File: src/rtl/serial_adder_pkg.sv
// Shared definitions for the bit-serial adder: controller states and default operand width.
package serial_adder_pkg;

   typedef enum logic [1:0] {
      IDLE = 2'd0,
      RUN  = 2'd1,
      DONE = 2'd2
   } state_t;

   localparam int DEFAULT_WIDTH = 8;

endpackage

File: src/rtl/full_adder.sv
// One-bit full adder; the only arithmetic element in the serial datapath.
module full_adder (
   input  logic a,
   input  logic b,
   input  logic c_in,
   output logic sum,
   output logic c_out
);

   assign sum   = a ^ b ^ c_in;
   assign c_out = (a & b) | (a & c_in) | (b & c_in);

endmodule

File: src/rtl/serial_adder_ctrl.sv
// Bit-serial adder: LSB-first, one full-adder step per cycle, WIDTH+1 cycles per add back-to-back.
module serial_adder_ctrl
   import serial_adder_pkg::*;
#(
   parameter int WIDTH = DEFAULT_WIDTH
) (
   input  logic             clk,
   input  logic             rst,
   input  logic             start,
   input  logic [WIDTH-1:0] a,
   input  logic [WIDTH-1:0] b,
   input  logic             c_in,
   output logic             busy,
   output logic             done,
   output logic [WIDTH-1:0] sum,
   output logic             c_out
);

   localparam int CW = $clog2(WIDTH);
   localparam logic [CW-1:0] LAST = CW'(WIDTH - 1);

   state_t           state, state_nx;
   logic [WIDTH-1:0] a_sr, b_sr;
   logic [CW-1:0]    cnt;
   logic             carry;
   logic             accept, last;
   logic             fa_sum, fa_cout;

   full_adder u_fa (
      .a     (a_sr[0]),
      .b     (b_sr[0]),
      .c_in  (carry),
      .sum   (fa_sum),
      .c_out (fa_cout)
   );

   always_comb begin
      state_nx = state;
      accept   = 1'b0;
      last     = 1'b0;
      case (state)
         IDLE: begin
            if (start) begin
               accept   = 1'b1;
               state_nx = RUN;
            end
         end
         RUN: begin
            if (cnt == LAST) begin
               last     = 1'b1;
               state_nx = DONE;
            end
         end
         DONE: begin
            if (start) begin
               accept   = 1'b1;
               state_nx = RUN;
            end else begin
               state_nx = IDLE;
            end
         end
         default: state_nx = IDLE;
      endcase
   end

   always_ff @(posedge clk or posedge rst) begin
      if (rst) begin
         state <= IDLE;
      end else begin
         state <= state_nx;
      end
   end

   // Sum bits enter at the MSB so that after WIDTH shifts bit 0 lands at position 0.
   always_ff @(posedge clk or posedge rst) begin
      if (rst) begin
         a_sr  <= '0;
         b_sr  <= '0;
         cnt   <= '0;
         carry <= 1'b0;
         sum   <= '0;
         c_out <= 1'b0;
      end else if (accept) begin
         a_sr  <= a;
         b_sr  <= b;
         cnt   <= '0;
         carry <= c_in;
         sum   <= '0;
         c_out <= 1'b0;
      end else if (state == RUN) begin
         a_sr  <= {1'b0, a_sr[WIDTH-1:1]};
         b_sr  <= {1'b0, b_sr[WIDTH-1:1]};
         sum   <= {fa_sum, sum[WIDTH-1:1]};
         carry <= fa_cout;
         cnt   <= cnt + 1'b1;
         if (last) begin
            c_out <= fa_cout;
         end
      end
   end

   assign busy = (state == RUN);
   assign done = (state == DONE);

endmodule

File: config.mk
export PLATFORM = sky130hd
export DESIGN_NAME = serial_adder_ctrl
export DESIGN_NICKNAME = d
export VERILOG_FILES = /design/src/rtl/serial_adder_pkg.sv /design/src/rtl/full_adder.sv /design/src/rtl/serial_adder_ctrl.sv
export SDC_FILE = /design/constraint.sdc
export NUM_CORES = 1
export LEC_CHECK = 0
export ABC_CLOCK_PERIOD_IN_PS = 3700
export CAP_MARGIN = 20
export CORE_ASPECT_RATIO = 0.8
export CORE_MARGIN = 5
export CORE_UTILIZATION = 30
export DETAILED_ROUTE_END_ITERATION = 8
export GPL_ROUTABILITY_DRIVEN = 0
export HOLD_SLACK_MARGIN = 0.02
export PLACE_DENSITY = 0.61
export SETUP_SLACK_MARGIN = 0.2
export SLEW_MARGIN = 15
export SYNTH_ARGS = -nofsm -noshare
export SYNTH_HDL_FRONTEND = slang
export SYNTH_SLANG_ARGS = --single-unit
File: constraint.sdc
create_clock -name clk -period 3.7 [get_ports clk]
set_input_delay 0.37 -clock clk [delete_from_list [all_inputs] [get_ports clk]]
set_output_delay 0.37 -clock clk [all_outputs]
set_load 0.01 [all_outputs]
==> impl_metrics.yaml, run 1 <==
outcome:
  status: "complete, no violations"
detailed_routing:
  wirelength_um: 2780
  drt_iter0_drc: 57
  dr.pass1.iters: 4
  wire_per_inst_um: 13.6
  antenna_left: 0
  vias_per_cell: 4.75
  drc: 0
  vias: 970
synth:
  ys_types: 25
  synth_top_cells_by_area: "dfrtp_1 (58%), a22o_1 (7.1%), o22ai_1 (6.0%)"
  syn_nets: 137
  synth-edff-count: 0
  avgSynthCellArea_um2: 11.8
  ys.flop_type: "dfrtp_1"
  synth_top_area_share_pct: 57.6
  yosysTopAreaCell: "dfrtp_1"
  syn_inst: 114
  async_flop_share_pct: 100
  yosysSeqAreaShare_pct: 57.6
  synth_seq_cells: 31
  syn_area_um2: 1350
  ys_warn_count: 0
placed_design:
  hpwl_um: 1990
  place_inst: 196
  io_buffers: 30
setup_path:
  cp-start-kind: "register"
  cp.required_ns: 3.33
  worst_r2r_path_depth: 3
  crit_type: "reg -> out"
  crit_fanout: 17
  endpoint_kind: "output port"
  reg2reg_from: "state[1]"
  r2r-end: "carry"
  critPathArrivalTime_ns: 2.07
  rrSetupSlack_ns: 2.08
sta:
  final.setup_skew_ns: 0.00547
  hold_violations: 0
  setup_viol: 0
  max_freq_ghz: 0.410
  relSlewSlack_pct: 53.1
  rsz0062_at_grt: "no"
  fin_crit_ns: 2.44
  slew_viol_final: 0
  setup_tns_ns: 0
  finalCritPeriodShare_pct: 65.9
  tightest_slew_ns: 0.704
cts:
  ctsHoldBuffers: 0
  clk_pin_slew_ns: 0.06
  cts_resized: 0
  cts_buffers: 5
  cts_setup_buffers: 0
  cts_tree: "done"
  clock_latency_ns: 0.28
  cts_htree_levels: 2
  clk_path_buf_depth: 2
  cts_root_buffer: "clkbuf_8"
  clock_sinks: 31
layout:
  drive_gt1_share_pct: 10.9
  n_fill_cell: 400
  fin_cells: 204
  final_cell_mix: "dfrtp_1 (31), clkdlybuf4s50_1 (30), inv_1 (16)"
  area_growth_pct: 33.1
  final_common_cell: "dfrtp_1"
  num_antenna_cells: 0
  nNetsFinal: 169
die:
  initial_core_util_pct: 31.7
  num_rows: 21
  die_w_um: 84.9
  die-area_um2: 5940
  core_area_um2: 4260
  num_io_pins: 31
  die_height_um: 69.9
pwr:
  p_total_mw: 1.46
  leakage_nw: 0.814
  peakVddDrop_mv: 0.217
  pwr_density_cell_nw_per_um2: 813
global_routing:
  antenna_found_initial: 0
  grt_max_degree: 26
  grt_pass1_vias: 989
  grt_pass1_wl_um: 4930
  gr-usage-all-layers_pct: 10.5
  overflow: 0
worst_hold_path:
  hp-class: "in -> async"
job:
  maxCapViolCount: 0
[layout make-up]
type                    count  area (um2)  area share (%)
clock buffers               8         100            5.58
inverters                  17        66.3            3.70
multi-input cells          60         452            25.2
flip-flops and latches     31         776            43.3
well taps                  57        71.3            3.98
repair buffers             31         328            18.3
[routing by layer]
metal	track usage [%]	vias to the layer above	part of all wire [%]
met5	0	-	0
met4	5.27	0	2.3
met3	3.29	7	6.1
met2	13.8	26	41
met1	15.2	469	50
li1	-	468	-
[critical path, stage by stage, from the launching register on]
cell and delay [ns]:
dfrtp_1 0.52, nand2b_1 0.45, inv_4 0.25, clkdlybuf4s50_1 0.57
[worst max path at each step]
stage,slack [ns],endpoint,depth (start not counted),start
finish,1.26,busy,3,state[0]
detailed placement,1.56,busy,3,state[0]
CTS,1.26,busy,3,state[0]
global route,1.11,busy,3,state[0]
floorplan,2.52,sum[1],4,state[0]
global placement,1.60,busy,3,state[0]
[cell usage after synthesis, types with 2 or more instances]
cell type   n
mux2_2      3
inv_1      16
dfrtp_1    31
nand2b_1    2
buf_6       3
o22ai_1    13
buf_4       2
a21oi_1    14
a22o_1     11
nor2b_1     3
ha_1        2
[kinds of logic (layout without fill, tap and decap cells)]
logic type / after synthesis / in the layout / share of synthesized area, %
AOI/OAI and AO/OA: 44 / 44 / 22.9
DFF: 31 / 31 / 57.6
buffers and inverters: 23 / 56 / 8.91
and+or+nand+nor: 9 / 9 / 3.99
muxes: 4 / 4 / 3.25
adders and majority gates: 3 / 3 / 3.34
[metrics by stage]
| step | worst slack, ns | hold slack [ns] | util [%] | instance area, um2 |
|---|---|---|---|---|
| after CTS | 1.26 | 0.504 | 42.1 | 1790 |
| after global placement | 1.60 | 0.491 | 39.1 | 1670 |
| after global routing | 1.11 | 0.518 | 42.1 | 1790 |
| final | 1.26 | 0.481 | 42.1 | 1790 |
| after detailed placement | 1.56 | 0.496 | 39.8 | 1690 |
| after floorplan | 2.52 | 0.473 | - | 1350 |
[flip-flops by register name, summed over array words and instances, names as in the netlist]
register  flops
a_sr          8
b_sr          8
c_out         1
carry         1
cnt           3
state         2
sum           8
[power breakdown]
| part | internal (mW) | switching, mW | total, mW |
|---|---|---|---|
| Combinational | 0.298 | 0.277 | 0.575 |
| Clock | 0.170 | 0.118 | 0.287 |
| Sequential | 0.493 | 0.103 | 0.595 |
Note: power is estimated with default switching activity, not from simulation.
==> run 2, diff against run 1 <==
--- a/config.mk
+++ b/config.mk
@@ -5,7 +5,7 @@
 export SDC_FILE = /design/constraint.sdc
 export NUM_CORES = 1
 export LEC_CHECK = 0
-export ABC_CLOCK_PERIOD_IN_PS = 3700
+export ABC_CLOCK_PERIOD_IN_PS = 2400
 export CAP_MARGIN = 20
 export CORE_ASPECT_RATIO = 0.8
 export CORE_MARGIN = 5
==> constraint.sdc (replaced) <==
create_clock -name clk -period 2.4 [get_ports clk]
set_input_delay 0.24 -clock clk [delete_from_list [all_inputs] [get_ports clk]]
set_output_delay 0.24 -clock clk [all_outputs]
set_load 0.01 [all_outputs]
==> impl_metrics.yaml, run 2 (synthesis results as in run 1) <==
cts:
  cts_setup_buffers: 0
  ctsHoldBuffers: 0
  clk_pin_slew_ns: 0.07
  cts_resized: 0
  clk_path_buf_depth: 2
  cts_htree_levels: 2
  clock_latency_ns: 0.28
  cts_tree: "done"
  cts_buffers: 5
  cts_root_buffer: "clkbuf_8"
  clock_sinks: 31
setup_path:
  endpoint_kind: "output port"
  critPathArrivalTime_ns: 1.67
  crit_fanout: 10
  cp-start-kind: "register"
  crit_type: "reg -> out"
  cp.required_ns: 2.16
layout:
  drive_gt1_share_pct: 10.8
  reg_top3: "a_sr: 8 flops, b_sr: 8 flops, sum: 8 flops"
  nNetsFinal: 170
  multiInputGateArea_um2: 452
  final_cell_mix: "dfrtp_1 (31), clkdlybuf4s50_1 (30), inv_1 (16)"
  final_common_cell: "dfrtp_1"
  fin_cells: 205
  num_antenna_cells: 0
  design_area_um2: 1760
  area_growth_pct: 30.7
  n_fill_cell: 424
  fin_util_pct: 41.4
  ff_latch_area_um2: 776
sta:
  tightest_slew_ns: 0.561
  relSlewSlack_pct: 62.6
  final.setup_skew_ns: 0.00991
  setup_viol: 0
  setup_tns_ns: 0
  hold_violations: 0
  slew_viol_final: 0
  hold_ws_ns: 0.344
  max_freq_ghz: 0.524
  fin_crit_ns: 1.91
  finalCritPeriodShare_pct: 79.5
  rsz0062_at_grt: "no"
detailed_routing:
  antenna_left: 0
  wire_per_inst_um: 14.2
  wirelength_um: 2900
  vias_per_cell: 4.76
  vias: 975
  drc: 0
  drt_iter0_drc: 33
  dr.pass1.iters: 4
die:
  die-area_um2: 5940
  die_height_um: 69.9
  num_io_pins: 31
  die_w_um: 84.9
  core_area_um2: 4260
  initial_core_util_pct: 31.7
  num_rows: 21
global_routing:
  grt_pass1_wl_um: 5090
  overflow: 0
  grt_pass1_vias: 1062
  gr-usage-all-layers_pct: 11.0
  grt_max_degree: 32
  antenna_found_initial: 0
placed_design:
  place_inst: 197
  io_buffers: 30
  hpwl_um: 2030
  placed_cell_area_um2: 1680
worst_hold_path:
  hp-class: "in -> async"
pwr:
  leakage_nw: 0.802
  seqPwrFrac_pct: 41.7
  pwr-share-clk_pct: 17.4
  p_sw_uw: 779
  p_comb_share_pct: 40.9
  pwr_density_cell_nw_per_um2: 1250
  power.internal_mw: 1.43
  switching_share_pct: 35.2
  peakVddDrop_mv: 0.330
job:
  maxCapViolCount: 0
outcome:
  status: "complete, no violations"
run 2: path summary, 6_finish.rpt:
path,startpoint,endpoint,slack (ns),cells past startpoint
min,rst,carry,0.34,3
min in group clk,a_sr[7],a_sr[7],0.51,1
min reg2reg,a_sr[7],a_sr[7],0.51,1
max reg2reg,state[0],a_sr[5],0.94,3
max in group asynchronous,rst,b_sr[4],1.77,3
max,state[0],busy,0.49,3
run 2: stage by stage:
stage / power, mW / setup slack (ns)
after floorplan: 1.54 / 1.22
after global placement: 1.79 / 0.766
after detailed placement: 1.84 / 0.711
after CTS: 2.23 / 0.486
after global routing: 2.40 / 0.388
final: 2.21 / 0.493
run 2: critical path, stage by stage, from the launching register on:
cell,delay [ns]
dfrtp_1,0.52
nand2b_1,0.16
inv_4,0.14
clkdlybuf4s50_1,0.55
run 2: metal layers:
layer / track usage [%] / wire length (um) / vias up
met5: 0 / 0 / -
met2: 15.5 / 1310 / 27
met4: 4.75 / 34 / 0
met3: 4.11 / 165 / 2
met1: 15.0 / 1400 / 481
li1: - / - / 465
run 2: power by group through the flow:
stage | clock, mW | combinational (mW) | sequential (mW)
final | 0.385 | 0.904 | 0.921
after global routing | 0.428 | 1.01 | 0.958
after CTS | 0.393 | 0.916 | 0.924
after floorplan | 0 | 0.638 | 0.906
after detailed placement | 0 | 0.907 | 0.931
after global placement | 0 | 0.876 | 0.919
run 2: cell type report:
class / count / area share, %
Multi-Input combinational cell: 60 / 25.6
Timing Repair Buffer: 32 / 17.9
Tap cell: 57 / 4.05
Sequential cell: 31 / 44.0
Inverter: 17 / 3.76
Clock inverter: 1 / 0.284
Clock buffer: 7 / 4.33
==> run 3, diff against run 2 <==
--- a/config.mk
+++ b/config.mk
@@ -5,7 +5,7 @@
 export SDC_FILE = /design/constraint.sdc
 export NUM_CORES = 1
 export LEC_CHECK = 0
-export ABC_CLOCK_PERIOD_IN_PS = 2400
+export ABC_CLOCK_PERIOD_IN_PS = 1700
 export CAP_MARGIN = 20
 export CORE_ASPECT_RATIO = 0.8
 export CORE_MARGIN = 5
@@ -13,7 +13,7 @@
 export DETAILED_ROUTE_END_ITERATION = 8
 export GPL_ROUTABILITY_DRIVEN = 0
 export HOLD_SLACK_MARGIN = 0.02
-export PLACE_DENSITY = 0.61
+export PLACE_DENSITY = 0.63
 export SETUP_SLACK_MARGIN = 0.2
 export SLEW_MARGIN = 15
 export SYNTH_ARGS = -nofsm -noshare
==> constraint.sdc (replaced) <==
create_clock -name clk -period 1.7 [get_ports clk]
set_input_delay 0.17 -clock clk [delete_from_list [all_inputs] [get_ports clk]]
set_output_delay 0.17 -clock clk [all_outputs]
set_load 0.01 [all_outputs]
==> impl_metrics.yaml, run 3 (synthesis results as in run 1) <==
outcome:
  status: "complete, no violations"
sta:
  relSlewSlack_pct: 74.1
  setup_viol: 0
  hold_violations: 0
  layout_setup_ws_ns: 0.281
  rsz0062_at_grt: "no"
  final.setup_skew_ns: 0.00324
  tightest_slew_ns: 0.389
  slew_viol_final: 0
  finalCritPeriodShare_pct: 83.5
  setup_tns_ns: 0
  max_freq_ghz: 0.705
  hold_ws_ns: 0.264
  fin_crit_ns: 1.42
die:
  die-area_um2: 5940
  die_w_um: 84.9
  num_io_pins: 31
  die_height_um: 69.9
  core_area_um2: 4260
  num_rows: 21
  initial_core_util_pct: 31.7
pwr:
  pwr_density_cell_nw_per_um2: 1780
  p_total_mw: 3.22
  leakage_nw: 0.837
  peakVddDrop_mv: 0.425
detailed_routing:
  wire_per_inst_um: 13.9
  antenna_left: 0
  vias_per_cell: 4.62
  dr.pass1.iters: 4
  vias: 965
  drc: 0
  wirelength_um: 2910
  drt_iter0_drc: 29
layout:
  drive_gt1_share_pct: 15.1
  design_area_um2: 1810
  final_common_cell: "dfrtp_1"
  final_cell_mix: "dfrtp_1 (30), clkdlybuf4s50_1 (28), inv_1 (16)"
  area_growth_pct: 34.5
  fin_util_pct: 42.6
  num_antenna_cells: 0
  fin_cells: 209
  reg_top3: "a_sr: 8 flops, b_sr: 8 flops, sum: 8 flops"
  nNetsFinal: 174
setup_path:
  cp-start-kind: "register"
  r2r-end: "carry"
  crit_type: "reg -> reg"
  worst_r2r_path_depth: 4
  crit_fanout: 13
  cp.required_ns: 1.87
  rrSetupSlack_ns: 0.28
  reg2reg_from: "state[0]"
  endpoint_kind: "register"
  critPathArrivalTime_ns: 1.59
worst_hold_path:
  hp-class: "in -> async"
global_routing:
  grt_max_degree: 32
  gr-usage-all-layers_pct: 10.7
  grt_pass1_vias: 1036
  overflow: 0
  grt_pass1_wl_um: 5000
  antenna_found_initial: 0
cts:
  cts_tree: "done"
  clk_path_buf_depth: 2
  cts_htree_levels: 2
  cts_buffers: 5
  cts_root_buffer: "clkbuf_8"
  ctsHoldBuffers: 0
  clk_pin_slew_ns: 0.06
  clock_latency_ns: 0.28
  clock_sinks: 31
placed_design:
  hpwl_um: 1890
  placed_cell_area_um2: 1690
  place_inst: 198
  pre_cts_ws_ns: 0.0898
  io_buffers: 30
job:
  maxCapViolCount: 0
-- run 3: worst max-delay path by stage --
stage / from / to / slack, ns / cells past startpoint
after global placement: start / carry / 0.14 / 4
after CTS: state[0] / a_sr[5] / 0.18 / 5
after global routing: state[1] / busy / 0.20 / 3
final: state[0] / carry / 0.28 / 4
after floorplan: state[0] / sum[1] / 0.52 / 4
after detailed placement: start / carry / 0.09 / 4
-- run 3: final cells by class --
class,instances,area (um2)
inverters,17,66.3
flip-flops and latches,31,777
repair buffers,35,335
fillers,409,2440
well taps,57,71.3
multi-input cells,61,463
clock buffers,8,100
-- run 3: power by group --
part           switching, mW  internal [mW]  total [mW]  leakage (nW)
combinational          0.639          0.685        1.32         0.408
sequential             0.189           1.07        1.26         0.378
clock                  0.267          0.369       0.636        0.0515
total                   1.10           2.13        3.22         0.837
-- run 3: layer usage --
layer	global-route usage, %	part of all wire (%)	up-vias	wire length (um)
li1	-	-	475	-
met1	13.3	48	460	1390
met2	15.9	44	23	1270
met3	4.35	6.1	7	177
met4	5.80	2.6	0	75
met5	0	0	-	0
-- run 3: repair_timing --
action                     CTS  global route
gates resized for setup      3             1
cloned                       0             1
pin swaps                    0             1
buffers inserted             2             0
setup endpoints to repair    2            16
-- run 3: worst max-delay path, cell delays in order (launching register included) --
cell and delay, ns:
dfrtp_2 0.40, buf_4 0.13, buf_4 0.16, a21o_4 0.26, a221o_1 0.35
